<file path="src/rtl/app_segment_xlate_pkg.sv">
// Shared request types, system constants and segment-table reset values.
// Latency: n/a (types and constants only).
// Backpressure: n/a.
package app_segment_xlate_pkg;

    localparam int AMI_NUM_PORTS = 4;
    localparam int AMI_NUM_APPS  = 8;
    localparam int AMI_APP_BITS  = 3;
    localparam int AMI_ADDR_W    = 64;

    typedef struct packed {
        logic                  valid;
        logic                  isWrite;
        logic [AMI_ADDR_W-1:0] addr;
        logic [63:0]           data;
        logic [6:0]            size;
    } AMIRequest;

    typedef struct packed {
        logic [AMI_ADDR_W-1:0] base;
        logic [AMI_ADDR_W-1:0] limit;
    } AppSegment;

    // Equal-partition map: entry i owns [i*2^(W-bits), (i+1)*2^(W-bits)).
    function automatic AppSegment default_segment(input int unsigned i,
                                                  input int unsigned app_bits = AMI_APP_BITS);
        AppSegment s;
        s.base  = AMI_ADDR_W'(i) << (AMI_ADDR_W - app_bits);
        s.limit = AMI_ADDR_W'(1) << (AMI_ADDR_W - app_bits);
        return s;
    endfunction

endpackage

</file>
<file path="src/rtl/app_segment_xlate_if.sv">
// Request/grant bundle between the app ports, the translator and the memory arbiter.
// Latency: n/a (wiring only).
// Backpressure: reqAccepted throttles inReq; outReq_grant drains outReq.
// Ports: inReq/reqAccepted (upstream), outReq/outReq_grant (downstream).
// master = environment side (drives requests and grants), slave = translator.
interface app_segment_xlate_if #(
    parameter int NUM_PORTS = app_segment_xlate_pkg::AMI_NUM_PORTS
);
    import app_segment_xlate_pkg::*;

    AMIRequest [NUM_PORTS-1:0] inReq;
    logic      [NUM_PORTS-1:0] reqAccepted;
    AMIRequest [NUM_PORTS-1:0] outReq;
    logic      [NUM_PORTS-1:0] outReq_grant;

    modport master (output inReq, output outReq_grant, input reqAccepted, input outReq);
    modport slave  (input inReq, input outReq_grant, output reqAccepted, output outReq);

endinterface

</file>
<file path="src/rtl/xlate_port_stage.sv">
// One-entry registered output slice for a single port, with address relocation on load.
// Latency: 1 cycle from acceptance to out_req.valid.
// Backpressure: accepted only when enabled and the slot is empty or being granted.
// Ports: clk/rst_n, enabled, in_req, base (relocation), drop (bounds fault),
//        grant, accepted, out_req.
module xlate_port_stage
    import app_segment_xlate_pkg::*;
#(
    parameter int ADDR_W = 64
) (
    input  logic              clk,
    input  logic              rst_n,
    input  logic              enabled,
    input  AMIRequest         in_req,
    input  logic [ADDR_W-1:0] base,
    input  logic              drop,
    input  logic              grant,
    output logic              accepted,
    output AMIRequest         out_req
);

    AMIRequest held_q;
    AMIRequest held_d;
    logic      xfer;

    always_comb begin
        accepted = rst_n && enabled && (!held_q.valid || grant);
        xfer     = in_req.valid && accepted;
        held_d   = held_q;
        if (xfer && !drop) begin
            held_d       = in_req;
            held_d.addr  = in_req.addr + base;   // wraps modulo 2^ADDR_W
            held_d.valid = 1'b1;
        end else if (grant) begin
            // Covers a dropped (faulting) transfer too: the slot empties.
            held_d.valid = 1'b0;
        end
    end

    always_ff @(posedge clk) begin
        if (!rst_n) begin
            held_q <= '0;
        end else begin
            held_q <= held_d;
        end
    end

    // Output is forced to zero for the whole reset window, not just after the first edge.
    assign out_req = rst_n ? held_q : '0;

endmodule

</file>
<file path="src/rtl/app_segment_xlate.sv">
// Per-app address relocation (VA + base[app_num]) with optional bounds check and fault capture.
// Latency: 1 cycle per port (registered one-entry stage), 1 transfer/cycle/port.
// Backpressure: per-port reqAccepted drops while a held entry is not granted or enabled is low.
// Ports: clk, rst_n (sync, active-low), enabled, app_num, cfg_* table write port,
//        bus (slave: inReq/reqAccepted/outReq/outReq_grant), fault_* status, fault_clr.
// Build option: XLATE_BOUNDS_CHECK_EN adds limit registers, fault check, capture and counter.
module app_segment_xlate
    import app_segment_xlate_pkg::*;
#(
    parameter int NUM_PORTS = AMI_NUM_PORTS,
    parameter int NUM_APPS  = AMI_NUM_APPS,
    parameter int APP_BITS  = AMI_APP_BITS,
    parameter int ADDR_W    = 64,
    parameter int CNT_W     = 16
) (
    input  logic                clk,
    input  logic                rst_n,
    input  logic                enabled,
    input  logic [APP_BITS-1:0] app_num,
    input  logic                cfg_wr_en,
    input  logic [APP_BITS-1:0] cfg_app,
    input  logic [ADDR_W-1:0]   cfg_base,
    input  logic [ADDR_W-1:0]   cfg_limit,
    app_segment_xlate_if.slave  bus,
    output logic                fault_pending,
    output logic [((NUM_PORTS > 1) ? $clog2(NUM_PORTS) : 1)-1:0] fault_port,
    output logic [ADDR_W-1:0]   fault_addr,
    output logic [CNT_W-1:0]    fault_count,
    input  logic                fault_clr
);

    localparam int PORT_W = (NUM_PORTS > 1) ? $clog2(NUM_PORTS) : 1;
    localparam int NCNT_W = $clog2(NUM_PORTS + 1);
    localparam int SUM_W  = CNT_W + 1;

    logic [ADDR_W-1:0]    rst_base [NUM_APPS];
    logic [ADDR_W-1:0]    base_q   [NUM_APPS];
    logic [ADDR_W-1:0]    base_d   [NUM_APPS];
    logic [ADDR_W-1:0]    cur_base;
    logic [NUM_PORTS-1:0] accepted;
    logic [NUM_PORTS-1:0] drop;
    AMIRequest            out_req  [NUM_PORTS];

    for (genvar a = 0; a < NUM_APPS; a++) begin : g_rst
        localparam AppSegment RST_SEG = default_segment(a, APP_BITS);
        assign rst_base[a] = RST_SEG.base;
    end

    // Table reads use the registered value, so a write never affects
    // a request accepted in the same cycle.
    always_comb begin
        for (int a = 0; a < NUM_APPS; a++) begin
            base_d[a] = base_q[a];
        end
        if (cfg_wr_en) begin
            base_d[cfg_app] = cfg_base;
        end
    end

    always_ff @(posedge clk) begin
        for (int a = 0; a < NUM_APPS; a++) begin
            if (!rst_n) begin
                base_q[a] <= rst_base[a];
            end else begin
                base_q[a] <= base_d[a];
            end
        end
    end

    assign cur_base = base_q[app_num];

    for (genvar p = 0; p < NUM_PORTS; p++) begin : g_port
        xlate_port_stage #(.ADDR_W(ADDR_W)) u_stage (
            .clk      (clk),
            .rst_n    (rst_n),
            .enabled  (enabled),
            .in_req   (bus.inReq[p]),
            .base     (cur_base),
            .drop     (drop[p]),
            .grant    (bus.outReq_grant[p]),
            .accepted (accepted[p]),
            .out_req  (out_req[p])
        );
    end

    assign bus.reqAccepted = accepted;

    always_comb begin
        for (int p = 0; p < NUM_PORTS; p++) begin
            bus.outReq[p] = out_req[p];
        end
    end

`ifdef XLATE_BOUNDS_CHECK_EN

    logic [ADDR_W-1:0]    rst_limit [NUM_APPS];
    logic [ADDR_W-1:0]    limit_q   [NUM_APPS];
    logic [ADDR_W-1:0]    limit_d   [NUM_APPS];
    logic [ADDR_W-1:0]    cur_limit;
    logic [NUM_PORTS-1:0] fault_vec;
    logic [NCNT_W-1:0]    nfault;
    logic [PORT_W-1:0]    first_port;
    logic [ADDR_W-1:0]    first_addr;
    logic                 pend_base;
    logic [CNT_W-1:0]     cnt_base;
    logic [SUM_W-1:0]     cnt_sum;

    logic                 fault_pending_q, fault_pending_d;
    logic [PORT_W-1:0]    fault_port_q, fault_port_d;
    logic [ADDR_W-1:0]    fault_addr_q, fault_addr_d;
    logic [CNT_W-1:0]     fault_count_q, fault_count_d;

    for (genvar a = 0; a < NUM_APPS; a++) begin : g_rst_lim
        localparam AppSegment RST_SEG = default_segment(a, APP_BITS);
        assign rst_limit[a] = RST_SEG.limit;
    end

    always_comb begin
        for (int a = 0; a < NUM_APPS; a++) begin
            limit_d[a] = limit_q[a];
        end
        if (cfg_wr_en) begin
            limit_d[cfg_app] = cfg_limit;
        end
    end

    always_ff @(posedge clk) begin
        for (int a = 0; a < NUM_APPS; a++) begin
            if (!rst_n) begin
                limit_q[a] <= rst_limit[a];
            end else begin
                limit_q[a] <= limit_d[a];
            end
        end
    end

    assign cur_limit = limit_q[app_num];

    // A faulting request still handshakes upstream; the stage just skips the load.
    always_comb begin
        for (int p = 0; p < NUM_PORTS; p++) begin
            drop[p]      = (bus.inReq[p].addr >= cur_limit);
            fault_vec[p] = bus.inReq[p].valid && accepted[p] && drop[p];
        end
    end

    // Scan high to low so the last hit left standing is the lowest-numbered port.
    always_comb begin
        nfault     = '0;
        first_port = '0;
        first_addr = '0;
        for (int p = NUM_PORTS - 1; p >= 0; p--) begin
            if (fault_vec[p]) begin
                nfault     = nfault + NCNT_W'(1);
                first_port = PORT_W'(p);
                first_addr = bus.inReq[p].addr;
            end
        end
    end

    // Clear is applied first so that same-cycle faults land on a clean slate.
    always_comb begin
        pend_base       = fault_clr ? 1'b0 : fault_pending_q;
        cnt_base        = fault_clr ? '0   : fault_count_q;
        cnt_sum         = {1'b0, cnt_base} + SUM_W'(nfault);
        fault_pending_d = pend_base;
        fault_port_d    = fault_port_q;
        fault_addr_d    = fault_addr_q;
        fault_count_d   = cnt_base;
        if (|fault_vec) begin
            fault_pending_d = 1'b1;
            if (!pend_base) begin
                fault_port_d = first_port;
                fault_addr_d = first_addr;
            end
            fault_count_d = cnt_sum[CNT_W] ? '1 : cnt_sum[CNT_W-1:0];
        end
    end

    always_ff @(posedge clk) begin
        if (!rst_n) begin
            fault_pending_q <= 1'b0;
            fault_port_q    <= '0;
            fault_addr_q    <= '0;
            fault_count_q   <= '0;
        end else begin
            fault_pending_q <= fault_pending_d;
            fault_port_q    <= fault_port_d;
            fault_addr_q    <= fault_addr_d;
            fault_count_q   <= fault_count_d;
        end
    end

    assign fault_pending = fault_pending_q;
    assign fault_port    = fault_port_q;
    assign fault_addr    = fault_addr_q;
    assign fault_count   = fault_count_q;

`else

    logic unused_cfg;

    assign drop          = '0;
    assign fault_pending = 1'b0;
    assign fault_port    = '0;
    assign fault_addr    = '0;
    assign fault_count   = '0;
    assign unused_cfg    = ^{cfg_limit, fault_clr};

`endif

endmodule
</file>
<file path="src/flat_wrapper.sv">
// flat-port wrapper written by rule: the top's interface ports become plain ports
module app_segment_xlate_flat import app_segment_xlate_pkg::*;
#(
    parameter int NUM_PORTS = AMI_NUM_PORTS,
    parameter int NUM_APPS  = AMI_NUM_APPS,
    parameter int APP_BITS  = AMI_APP_BITS,
    parameter int ADDR_W    = 64,
    parameter int CNT_W     = 16
)
  (clk, rst_n, enabled, app_num, cfg_wr_en, cfg_app, cfg_base, cfg_limit, fault_pending, fault_port, fault_addr, fault_count, fault_clr, bus_inReq, bus_outReq_grant, bus_reqAccepted, bus_outReq);
  app_segment_xlate_if #(.NUM_PORTS(NUM_PORTS)) bus_i ();
  input  logic clk;
  input  logic rst_n;
  input  logic enabled;
  input  logic [APP_BITS-1:0] app_num;
  input  logic cfg_wr_en;
  input  logic [APP_BITS-1:0] cfg_app;
  input  logic [ADDR_W-1:0] cfg_base;
  input  logic [ADDR_W-1:0] cfg_limit;
  output logic fault_pending;
  output logic [((NUM_PORTS > 1) ? $clog2(NUM_PORTS) : 1)-1:0] fault_port;
  output logic [ADDR_W-1:0] fault_addr;
  output logic [CNT_W-1:0] fault_count;
  input  logic fault_clr;
  input wire logic [$bits(bus_i.inReq)-1:0] bus_inReq;
  input wire logic [$bits(bus_i.outReq_grant)-1:0] bus_outReq_grant;
  output wire logic [$bits(bus_i.reqAccepted)-1:0] bus_reqAccepted;
  output wire logic [$bits(bus_i.outReq)-1:0] bus_outReq;
  assign bus_i.inReq = bus_inReq;
  assign bus_i.outReq_grant = bus_outReq_grant;
  assign bus_reqAccepted = bus_i.reqAccepted;
  assign bus_outReq = bus_i.outReq;
  app_segment_xlate #(.NUM_PORTS(NUM_PORTS), .NUM_APPS(NUM_APPS), .APP_BITS(APP_BITS), .ADDR_W(ADDR_W), .CNT_W(CNT_W)) u_core (.clk(clk), .rst_n(rst_n), .enabled(enabled), .app_num(app_num), .cfg_wr_en(cfg_wr_en), .cfg_app(cfg_app), .cfg_base(cfg_base), .cfg_limit(cfg_limit), .bus(bus_i), .fault_pending(fault_pending), .fault_port(fault_port), .fault_addr(fault_addr), .fault_count(fault_count), .fault_clr(fault_clr));
endmodule
</file>
<file path="config.mk">
export PLATFORM = sky130hd
export DESIGN_NAME = app_segment_xlate_flat
export DESIGN_NICKNAME = d
export VERILOG_FILES = /design/src/rtl/app_segment_xlate_pkg.sv /design/src/rtl/app_segment_xlate_if.sv /design/src/rtl/xlate_port_stage.sv /design/src/rtl/app_segment_xlate.sv /design/src/flat_wrapper.sv
export SDC_FILE = /design/constraint.sdc
export NUM_CORES = 2
export LEC_CHECK = 0
export ABC_AREA = 0
export BUFFER_PORTS_ARGS = -buffer_cell sky130_fd_sc_hd__buf_2
export CORE_AREA = 2 2 517 519
export CTS_BUF_LIST = sky130_fd_sc_hd__clkbuf_16
export DETAILED_ROUTE_END_ITERATION = 6
export DIE_AREA = 0 0 519 521
export GPL_ROUTABILITY_DRIVEN = 0
export GPL_TIMING_DRIVEN = 0
export PLACE_DENSITY = 0.43
export SLEW_MARGIN = 20
export SYNTH_ARGS = -nofsm -noshare
export SYNTH_HDL_FRONTEND = slang
export SYNTH_SLANG_ARGS = --single-unit
</file>
<file path="constraint.sdc">
create_clock -name clk -period 7.2 [get_ports clk]
set_input_delay 1.08 -clock clk [delete_from_list [all_inputs] [get_ports clk]]
set_output_delay 1.08 -clock clk [all_outputs]
set_load 0.02 [all_outputs]
</file>
# After elaboration in Yosys (flattened, before gate mapping)
# Memory sizes are Yosys's and may differ from the RTL's.
# Cells that the tools add are included.
[classes]
add_sub_neg = 4
order_cmp = 2
n_mux = 26
bitwise_logic = 9
n_reduce_logical = 22
[ops]
columns = ["op", "n"]
rows = [
  ["64-bit 2-to-1 mux", 9],
  ["137-bit 2-to-1 mux", 4],
  ["512-bit bitwise mux", 1],
  ["512-bit 2-to-1 mux", 1],
  ["64-bit adder", 4],
  ["64-bit demux with 3-bit select", 1],
  ["1-bit logical AND", 10],
  ["1-bit 2-to-1 mux", 10],
  ["1-bit OR", 8],
  ["2-bit nonzero test", 4],
  ["4-bit greater-or-equal comparator, second input constant", 1],
  ["1-bit logical NOT", 4],
  ["1-bit logical OR", 4],
  ["4-bit by 1-bit less-than comparator with 1-bit output, second input constant", 1],
  ["3-bit inverter with 4-bit output", 1],
]
[word_totals]
regBits = 548
mem_bits_rw = 512
inputBits = 691
out_inout_bits = 635
word_cells = 84
mem_count = 1
[memory_table]
columns = ["memory", "depth", "width", "rd", "rd_ports_with_merged_regs", "write_ports", "line", "rtl"]
rows = [
  ["u_core.base_q", 8, 64, 9, 0, 8, "app_segment_xlate.sv:37", "logic [ADDR_W-1:0] base_q [NUM_APPS];"],
]

# Longest topological paths before layout
[logic_depth]
depth_word = 8
mapped_depth = 18
depth_no_buf = 15

# Hierarchy
# From an unflattened synthesis, not the netlist that was laid out.
[unflattened]
cells_unflattened = 6860
area_unflattened_um2 = 60185.2
[by_module_without_submodules]
columns = ["module", "n_inst", "cells_each", "area_each_um2", "seq_area_each_um2"]
rows = [
  ["xlate_port_stage at u_core.g_port[1].u_stage ...", 3, 1053, 9028.7, 2742.6],
  ["app_segment_xlate", 1, 2611, 24148.2, 10249.8],
  ["xlate_port_stage at u_core.g_port[0].u_stage", 1, 1090, 8951.1, 2742.6],
]

# Worst setup path before layout
# No wires, ideal clock.
[synth_timing]
kind = "input to register"
startpoint = "input app_num[0]"
endpoint = "register u_core.g_port[2].u_stage.held_q[131] in the netlist's numbering"
setup_time_ps = 62
arrival_time_ps = 5637
required_ps = 7138
slack_ps = 1501
path_stages = 18
path_buffers = 4
path_cell_list = "clkbuf_1 > clkbuf_1 > buf_1 > mux4_2 > mux2_2 > ha_1 > clkbuf_1 > nand2_1 > o21ai_0 > a31oi_1 > o21bai_1 > nand4_1 > o211ai_1 > a41oi_2 > o221a_2 > a31o_4 > or4_1 > nand3_1"
[synth_between]
elab_chain_len = 2
[synth_rtl]
columns = ["element", "line", "rtl"]
rows = [
  ["start: declaration", "flat_wrapper.sv:15", "input logic [APP_BITS-1:0] app_num;"],
  ["memory 8 x 64 bit", "-", ""],
  ["64-bit adder", "xlate_port_stage.sv:32", "held_d.addr = in_req.addr + base;"],
  ["end signal: assignment", "xlate_port_stage.sv:44", "held_q <= held_d;"],
  ["end: declaration", "xlate_port_stage.sv:22", "AMIRequest held_q;"],
]
# No other way between the ends.
# A chain may end at the register's enable or synchronous reset.

# Final worst setup path
[layout_timing]
startpoint = "input app_num[0]"
endpoint = "register u_core.g_port[3].u_stage.held_q[131] in the netlist's numbering"
[layout_between]
elab_chain_len = 2
[layout_rtl]
columns = ["element", "line"]
rows = [
  ["memory 8 x 64 bit", "-"],
  ["64-bit adder", "xlate_port_stage.sv:32"],
  ["end signal: assignment", "xlate_port_stage.sv:44"],
  ["end: declaration", "xlate_port_stage.sv:22"],
]
# No other way between the ends.

==> results.sh <==
export IMPL_ys_warn_count=0
export IMPL_start_kind="primary input"
export IMPL_run_status="finished clean"
export IMPL_setup_violations=0
export IMPL_avgSynthCellArea_um2=8.65
export IMPL_fin_util=0.279
export IMPL_ctsHoldBuffers=0
export IMPL_clk_pin_slew_ps=60
export IMPL_yosysSeqAreaShare=0.363
export IMPL_core_rowCount=189
export IMPL_total_power_w=0.0156
export IMPL_cts_root_buf="clkbuf_16"
export IMPL_power_leakage_nw=31.7
export IMPL_insertion_delay_ps=830
export IMPL_slew_violations=0
export IMPL_hp_class="flip-flop to flip-flop"
export IMPL_dieArea_um2=270000
export IMPL_finalWorstSetupSlack_ps=305
export IMPL_max_slew_margin_rel=0.234
export IMPL_grt_pass1_wl_mm=442
export IMPL_powerDensity_nw_per_um2=211
export IMPL_critPathRequiredTime_ps=7840
export IMPL_overflow=0
export IMPL_syn2layout_area_growth_pct=26.0
export IMPL_rrSetupSlack_ps=1360
export IMPL_cts_setup_buffers=0
export IMPL_ys_types=93
export IMPL_vias=55500
export IMPL_crit_type="primary input to flip-flop"
export IMPL_pin_count=1326
export IMPL_cts_resized=10
export IMPL_hpwl_mm=278
export IMPL_syn_area_um2=58500
export IMPL_period_share=0.958
export IMPL_coreArea_um2=264000
export IMPL_async_reset_ff_frac=0
export IMPL_preCtsSetupSlack_ps=-1950
export IMPL_final_nets=9055
export IMPL_antenna_found_initial=182
export IMPL_cts_tree="done"
export IMPL_cp_end_kind="flip-flop"
export IMPL_grt_pass1_vias=54000
export IMPL_worst_slew_pin_transition_ps=1140
export IMPL_wl_per_cell_um=28.2
export IMPL_critPathMaxFanout=11
export IMPL_antenna_left=0
export IMPL_io_buffers=1107
export IMPL_die_width_um=519
export IMPL_gr_usage_all_layers=0.236
export IMPL_timing_hold_ws_ps=461
export IMPL_routed_wl_mm=333
export IMPL_vias_per_cell=4.70
export IMPL_die_h_um=521
export IMPL_hold_viol=0
export IMPL_drt_initial_drc_count=3590
export IMPL_start_util=0.221
export IMPL_cp_arrival_ps=7540
export IMPL_rsz0062_at_grt="no"
export IMPL_maxCapViolCount=0
export IMPL_max_clock_path_buffers=3
export IMPL_numCtsBuffers=140
export IMPL_syn_inst=6762
export IMPL_ctsHtreeMaxLevel=4
export IMPL_final_min_clock_period_ps=6900
export IMPL_ys_ff_latch=1060
export IMPL_synthFlopType="dfxtp_1"
export IMPL_drc=0
export IMPL_peakVddDrop_uv=221
export IMPL_fmax_mhz=145
export IMPL_clock_skew_ps=42.4
export IMPL_drive_gt1_frac=0.251
export IMPL_regArea_um2=21200
export IMPL_grt_start_max_net_pins=17
export IMPL_cts_sinks=1060
export IMPL_firstDrtPassIters=6
export IMPL_multi_input_area_um2=34700
export IMPL_fill_cells=28700
export IMPL_synth_edff_count=0
==> placed cells by master, fill, tap and decap left out, types with 92 or more instances in the layout <==
cell type  Yosys  final
dfxtp_1     1060   1060
nor2_1       144    140
inv_1         74    109
clkbuf_16      0    142
a21boi_0     516    515
and2_1       566    566
nand2_1     1407   1407
mux4_2       128    128
o21ai_0      340    340
mux2_2       364    364
ha_1         252    252
clkbuf_1     399    372
buf_4         88     92
buf_2          4   1113
xnor2_1      133    129
a21oi_1      289    289
a21o_1       153    153
==> critical path, cell delays in order <==
cell and delay, ps:
buf_2 440, clkbuf_2 550, mux4_2 580, mux2_2 470, ha_1 320, fa_1 460
a211oi_1 260, nor2_1 120, nor3_1 330, o21ai_0 340, a221o_1 480, a21oi_1 480
o21ai_0 530, a21oi_1 510, o21ai_0 190, xnor2_1 200, o21ai_0 100
==> area by class of cell <==
type | count | share of cell area
clock buffer | 142 | 0.0482
tap | 3533 | 0.0600
sequential | 1060 | 0.288
inverter | 74 | 0.00377
buffer | 582 | 0.0372
multi-input combinational | 5126 | 0.471
antenna | 64 | 0.00217
clock inverter | 101 | 0.0111
timing repair buffer | 1124 | 0.0790
==> cells by family after synthesis <==
kind of cell | share of synthesized area
DFF | 0.363
muxes | 0.120
other | 0.0000641
buffers and inverters | 0.0510
and+or+nand+nor | 0.196
adders and majority gates | 0.0553
AOI/OAI and AO/OA | 0.183
xor gates and xnor gates | 0.0325
==> sequential cells by signal (all words and copies together), names as in the netlist <==
register / flops
u_core.base_q: 512
u_core.g_port.u_stage.held_q: 548
==> final timing paths <==
path | to | start | cells after the start
min reg2reg | u_core.base_q[5][34] | u_core.base_q[5][34] | 2
max | u_core.g_port[3].u_stage.held_q[131] | app_num[0] | 17
min | u_core.base_q[5][34] | u_core.base_q[5][34] | 2
max reg2reg | u_core.g_port[3].u_stage.held_q[131] | u_core.base_q[3][0] | 15
==> cell usage after synthesis (61+ instances only) <==
cell	instances	area share
ha_1	252	0.054
a21oi_1	289	0.025
xor2_1	84	0.013
a21o_1	153	0.020
nor2_1	144	0.0092
and2_1	566	0.061
buf_4	88	0.011
nand2_1	1407	0.090
mux2_2	364	0.070
inv_1	74	0.0048
o21ai_0	340	0.029
nand3_1	87	0.0074
xnor2_1	133	0.020
nand4_1	80	0.0086
mux4_2	128	0.049
clkbuf_1	399	0.026
dfxtp_1	1060	0.36
clkbuf_2	61	0.0052
a21boi_0	516	0.066
==> stage by stage <==
stage	TNS, ps	area (um2)	std cells
CTS	0	73500	11700
global placement	-110010	68700	11500
floorplan	0	58800	6844
global route	0	73600	11800
finish	0	73700	11800
detailed placement	-96870	69100	11500
==> routing by layer <==
layer | GRT usage | vias up | wire, um
li1 | - | 26000 | -
met1 | 0.258 | 26600 | 125000
met2 | 0.406 | 2104 | 161000
met3 | 0.0641 | 680 | 23800
met4 | 0.142 | 62 | 23400
met5 | 0 | - | 410
==> where the power goes <==
| group | internal (W) | total (W) | switching (W) |
|---|---|---|---|
| registers | 0.00612 | 0.00618 | 0.0000646 |
| logic | 0.000865 | 0.00252 | 0.00166 |
| clock network | 0.00388 | 0.00687 | 0.00300 |
| total | 0.0109 | 0.0156 | 0.00472 |
Note: power is estimated with default switching activity, not from simulation.
